$ cat src/rtl/dp_pipe_ctrl.sv
// Issue and credit controller for a fixed-latency dot-product datapath.
// Tracks results in flight, buffers them in a result FIFO and switches FP16/FP32 mode through a drain.
module dp_pipe_ctrl #(
  parameter int LATENCY = 5,
  parameter int DEPTH   = 8,
  parameter int DATA_W  = 32
) (
  input  logic              clk,
  input  logic              reset,
  input  logic              in_valid,
  input  logic              in_mode,
  output logic              in_ready,
  output logic              dp_mode,
  output logic              dp_issue,
  input  logic [DATA_W-1:0] dp_result,
  output logic              out_valid,
  input  logic              out_ready,
  output logic [DATA_W-1:0] out_data,
  output logic              out_mode,
  output logic              busy
);

  localparam int PW = $clog2(DEPTH);
  localparam int CW = $clog2(DEPTH + 1);
  localparam int IW = $clog2(LATENCY + 1);
  localparam int SW = $clog2(DEPTH + LATENCY + 1);
  localparam logic [DATA_W-1:0] FP16_MASK = DATA_W'(17'h0FFFF);

  typedef enum logic [1:0] {
    RUN,
    DRAIN,
    SWITCH
  } state_t;

  state_t            state;
  state_t            state_nxt;
  logic              pend_mode;

  logic [LATENCY-1:0] vld_sr;
  logic [LATENCY-1:0] tag_sr;
  logic [IW-1:0]      inflight;
  logic [IW-1:0]      inflight_left;

  logic [DATA_W-1:0] mem     [DEPTH];
  logic              mem_tag [DEPTH];
  logic [PW-1:0]     wr_ptr;
  logic [PW-1:0]     rd_ptr;
  logic [PW-1:0]     rd_ptr_nxt;
  logic [CW-1:0]     fifo_count;
  logic [CW-1:0]     count_nxt;

  logic              credit_ok;
  logic              accept;
  logic              push;
  logic              push_tag;
  logic [DATA_W-1:0] push_data;
  logic              pop;
  logic              drain_done;

  assign accept   = in_valid & in_ready;
  assign dp_issue = accept;

  assign push      = vld_sr[LATENCY-1];
  assign push_tag  = tag_sr[LATENCY-1];
  assign push_data = push_tag ? dp_result : (dp_result & FP16_MASK);

  assign out_valid = (fifo_count != '0);
  assign pop       = out_valid & out_ready;
  assign busy      = (inflight != '0) | (fifo_count != '0);

  // Credits cover every result already issued, so the FIFO can never be asked to overflow.
  assign credit_ok = (SW'(inflight) + SW'(fifo_count)) < SW'(DEPTH);

  // The result leaving the shift register this cycle is already safe in the FIFO,
  // so the drain is finished once nothing else remains behind it.
  assign inflight_left = inflight - IW'(push);
  assign drain_done    = (inflight_left == '0);

  assign rd_ptr_nxt = rd_ptr + PW'(pop);
  assign count_nxt  = fifo_count + CW'(push) - CW'(pop);

  always_ff @(posedge clk or negedge reset) begin
    if (!reset) begin
      state     <= RUN;
      pend_mode <= 1'b0;
      dp_mode   <= 1'b0;
    end else begin
      state <= state_nxt;
      if (state == RUN && state_nxt == DRAIN)
        pend_mode <= in_mode;
      if (state == SWITCH)
        dp_mode <= pend_mode;
    end
  end

  always_comb begin
    state_nxt = state;
    case (state)
      RUN:     if (in_valid && (in_mode != dp_mode)) state_nxt = DRAIN;
      DRAIN:   if (drain_done) state_nxt = SWITCH;
      SWITCH:  state_nxt = RUN;
      default: state_nxt = RUN;
    endcase
  end

  always_comb begin
    in_ready = 1'b0;
    if (reset && state == RUN)
      in_ready = credit_ok && (in_mode == dp_mode);
  end

  always_ff @(posedge clk or negedge reset) begin
    if (!reset) begin
      vld_sr   <= '0;
      tag_sr   <= '0;
      inflight <= '0;
    end else begin
      vld_sr   <= {vld_sr[LATENCY-2:0], accept};
      tag_sr   <= {tag_sr[LATENCY-2:0], dp_mode};
      inflight <= inflight_left + IW'(accept);
    end
  end

  always_ff @(posedge clk) begin
    if (push) begin
      mem[wr_ptr]     <= push_data;
      mem_tag[wr_ptr] <= push_tag;
    end
  end

  always_ff @(posedge clk or negedge reset) begin
    if (!reset) begin
      wr_ptr     <= '0;
      rd_ptr     <= '0;
      fifo_count <= '0;
    end else begin
      if (push)
        wr_ptr <= wr_ptr + 1'b1;
      rd_ptr     <= rd_ptr_nxt;
      fifo_count <= count_nxt;
    end
  end

  // Head register: a push landing in the next head slot bypasses the memory read.
  always_ff @(posedge clk or negedge reset) begin
    if (!reset) begin
      out_data <= '0;
      out_mode <= 1'b0;
    end else if (count_nxt != '0) begin
      if (push && (wr_ptr == rd_ptr_nxt)) begin
        out_data <= push_data;
        out_mode <= push_tag;
      end else begin
        out_data <= mem[rd_ptr_nxt];
        out_mode <= mem_tag[rd_ptr_nxt];
      end
    end
  end

  a_no_pop_empty: assert property (@(posedge clk) disable iff (!reset)
    !(pop && fifo_count == '0));

  a_no_push_full: assert property (@(posedge clk) disable iff (!reset)
    !(push && fifo_count == CW'(DEPTH)));

endmodule

$ cat config.mk
export PLATFORM = sky130hd
export DESIGN_NAME = dp_pipe_ctrl
export DESIGN_NICKNAME = d
export VERILOG_FILES = /design/src/rtl/dp_pipe_ctrl.sv
export SDC_FILE = /design/constraint.sdc
export NUM_CORES = 1
export LEC_CHECK = 0
export CAP_MARGIN = 15
export CORE_ASPECT_RATIO = 1.25
export CORE_MARGIN = 8
export CORE_UTILIZATION = 60
export CTS_CLUSTER_DIAMETER = 120
export DETAILED_ROUTE_END_ITERATION = 6
export PLACE_DENSITY = 0.8
export SLEW_MARGIN = 20
export SYNTH_ARGS = -nofsm -noshare
export SYNTH_HDL_FRONTEND = slang
export SYNTH_SLANG_ARGS = --single-unit
export TNS_END_PERCENT = 50
$ cat constraint.sdc
create_clock -name clk -period 6.2 [get_ports clk]
set_clock_uncertainty 0.15 [all_clocks]
set_input_delay 1.24 -clock clk [delete_from_list [all_inputs] [get_ports clk]]
set_output_delay 1.24 -clock clk [all_outputs]
set_load 0.02 [all_outputs]
==> summary.md <==
| Metric | Value |
|---|---|
| Comb pwr share | 37.9% |
| Mux contribution to synthesized area | 14.3% |
| Avg Synthesized Cell Area | 18.6 µm² |
| Simple-gate area share of the yosys netlist | 6.08% |
| Clock slew at reported path FFs | 60 ps |
| Placed insts | 1031 |
| Slew margin rel. | 28.9% |
| Number of synthesis warnings | 0 |
| Post-Route WL | 26200 µm |
| Hold-fix buffers at CTS | 0 |
| Unique masters post-synth | 40 |
| Die W | 147 µm |
| Vias | 6558 |
| Critical Path RT | 4810 ps |
| Gpl congestion | 0.731 |
| Critical Path, Cell by Cell | clkdlybuf4s50_1 -> xor2_1 -> nor3_1 -> and2_1 -> clkdlybuf4s50_1 |
| CTS Buf Count | 30 |
| DRT Pass-1 Iters | 5 |
| Compound-cell area share of the yosys netlist | 2.90% |
| DR vias/cell | 6.03 |
| Worst-Skew Late Latency | 540 ps |
| Top Family by Delay on Critical Path | buffers and inverters |
| WS Path Type | in -> out |
| Initial Utilization | 60.7% |
| Sw frac | 30.8% |
| Die ar. | 26600 µm² |
| 1st-iter DRT viols | 456 |
| Core ar. | 21300 µm² |
| FF-to-FF Start | fifo_count[2] |
| Global-route usage over all layers | 20.0% |
| Slowest cell on crit path | clkdlybuf4s50_1 |
| Hold Fails Final Rpt | 0 |
| CP Max Fanout | 3 |
| Number of setup violations in the final report | 0 |
| # rows | 60 |
| DRC | 0 |
| CP startpoint kind | primary input |
| WHS Endpoint | vld_sr[3] |
| Post-synth top area cell | edfxtp_1 |
| Setup TNS | 0 ps |
| # Post-CTS Setup Buffers | 0 |
| R2R depth | 12 |
| Area Overhead vs Synth | 16.8% |
| Status | finished, final reports clean |
| WL/cell | 24.1 µm |
| Worst hold path cell count | 0 |
| CTS root buf | clkbuf_16 |
| EDFF count, synth | 264 |
| Post-route ant nets | 0 |
| WP buf/inv | 2 |
| PwrDens | 509 nW/µm² |
| Synth area leaders | edfxtp_1 (61%), dfrtp_1 (12%), mux4_2 (11%), mux2i_1 (2.6%), and2_1 (1.8%) |
| Worst-margin pin slew | 1060 ps |
| Slew Viols, Final | 0 |
| FF-to-FF End | out_data[18] |
| Die Y | 180 µm |
| Cts repair resizes | 0 |
| First-pass GRT wire length | 41000 µm |
| Hold Crit Start | vld_sr[2] |
| Tcrit/Tclk final | 70.9% |
| Hpwl dp | 14300 µm |
| Synth top area share | 61.2% |
| Vias in the first global route | 7059 |
| Worst setup EP type | output port |
| Fraction of layout cells with a size suffix above 1 | 20.8% |
| Clk sinks | 324 |
| Antenna violations before repair | 1 |
| LEAKAGE | 0.00524 µW |
| Largest family of logic cells by synthesized area | multiplexers |
| Reg power frac | 37.3% |
| Post-synth top flop | edfxtp_1 |
| Largest net degree at the start of global routing | 68 |
| P_sw | 2370 µW |
| Final min period | 4390 ps |
| HP Class | reg -> reg |
| I/O Buffers | 74 |
| Worst path arrival time | 3000 ps |
| Post-synthesis instance area | 12900 µm² |
| Maxcap violations | 0 |
| Seq/Total Area, Yosys | 72.8% |
| Nets | 834 |
| RSZ-0062 raised after global routing | false |
| I/O pin total | 75 |
| Clock power frac | 24.8% |
| Grt ovf | 0 |
| Maximum buffer depth of the clock tree | 3 |
| H-tree depth | 1 |
| Post-synthesis register bit count | 324 |
| Post-Synth XOR/XNOR Area | 0.744% |
| Fill cell count | 1297 |
| Most instantiated library cell after synthesis | edfxtp_1 |
| Max Clock Freq | 228 MHz |
| Ys async rst share | 18.5% |
| Adder-cell share of the synthesized area | 1.31% |
| Max incr delay on CP | 630 ps |
| Top cell by count, worst path | clkdlybuf4s50_1 |
| Max VDD drop | 0.000309 V |
| Post-Synthesis Cells | 697 |
| CTS tree | done |
| Net Count, Synth | 747 |
| Post-synth top cells | edfxtp_1 (264), mux4_2 (66), dfrtp_1 (60) |
| Worst R2R Setup Slack | 2010 ps |
| Non-Filler Instances | 1088 |
| Internal Power | 5330 µW |
## worst register-to-register path, cell delays in order (launching register included)
cell     delay [ps]
dfrtp_1         390
inv_1            90
ha_1            170
nor3b_1         500
inv_1           170
and3_1          250
ha_4            740
xnor2_1         220
nand2_1          80
a221o_2         600
buf_12          310
and2_4          170
o31ai_2         250
## cells in the final DEF, fill, tap and decap left out, types with 6 or more instances in the layout
cell and n:
o31ai_2 10, edfxtp_1 264, ha_1 11, o31ai_1 23, mux4_2 66, clkdlybuf4s50_1 73
mux2i_1 33, and2_1 37, dfrtp_1 60, nor2_4 6, nor2_1 36, xnor2_1 6
buf_4 15, clkinv_2 6, nand2_1 41, clkbuf_16 31, inv_1 13, and2_4 10
## cells by family after synthesis
logic type,count (synthesis)
fa+ha+maj,13
xor+xnor,11
buf+inv,48
mux,102
simple gates,154
flops,324
compound gates,45
## area by class of cell
class                      instances  area (µm²)  area share [%]
tap                              279         349            2.31
inverter                          13        48.8           0.323
clock buffer                      35         811            5.36
antenna                            1        2.50          0.0165
timing repair buffer              90         868            5.74
multi-input combinational        325        3380            22.3
clock inverter                    21         238            1.57
sequential                       324        9430            62.3
## stage by stage
step | utilization [%] | area [µm²] | setup WS, ps | power [µW] | hold slack, ps
final | 70.9 | 15100 | 1810 | 7700 | 193
after CTS | 70.9 | 15100 | 1790 | 7780 | 198
after floorplan | - | 12900 | 2110 | 5050 | 181
after global routing | 70.9 | 15100 | 1720 | 8070 | 203
after global placement | 66.0 | 14100 | 1680 | 5740 | 182
after detailed placement | 66.0 | 14100 | 1590 | 5830 | 185
## flip-flops by register name, indices dropped and copies added, names as in the netlist
signal / count
mem: 256
out_mode: 1
wr_ptr: 3
pend_mode: 1
vld_sr: 5
state: 2
rd_ptr: 3
fifo_count: 4
out_data: 32
tag_sr: 5
dp_mode: 1
mem_tag: 8
inflight: 3
## power by group through the flow
stage / clock (µW) / combinational (µW) / sequential, µW
CTS: 1940 / 2970 / 2870
global route: 2020 / 3150 / 2900
finish: 1910 / 2920 / 2870
detailed placement: 0 / 2920 / 2910
global placement: 0 / 2840 / 2900
floorplan: 0 / 2070 / 2980
## metal layers
metal | GRT usage (%) | part of all wire, %
met5 | 0 | 0
met4 | 5.72 | 2.0
met3 | 2.64 | 5.3
met2 | 35.9 | 54
met1 | 24.9 | 39
## how the worst max path moves through the flow
| stage | from | to | slack [ps] | cells past startpoint |
|---|---|---|---|---|
| after floorplan | out_ready | out_data[23] | 2110 | 13 |
| after global placement | out_ready | out_data[26] | 1680 | 13 |
| after detailed placement | out_ready | out_data[5] | 1590 | 13 |
| after CTS | in_mode | dp_issue | 1790 | 5 |
| after global routing | fifo_count[1] | dp_issue | 1720 | 7 |
| final | in_mode | dp_issue | 1810 | 5 |
Note: power is estimated with default switching activity, not from simulation.
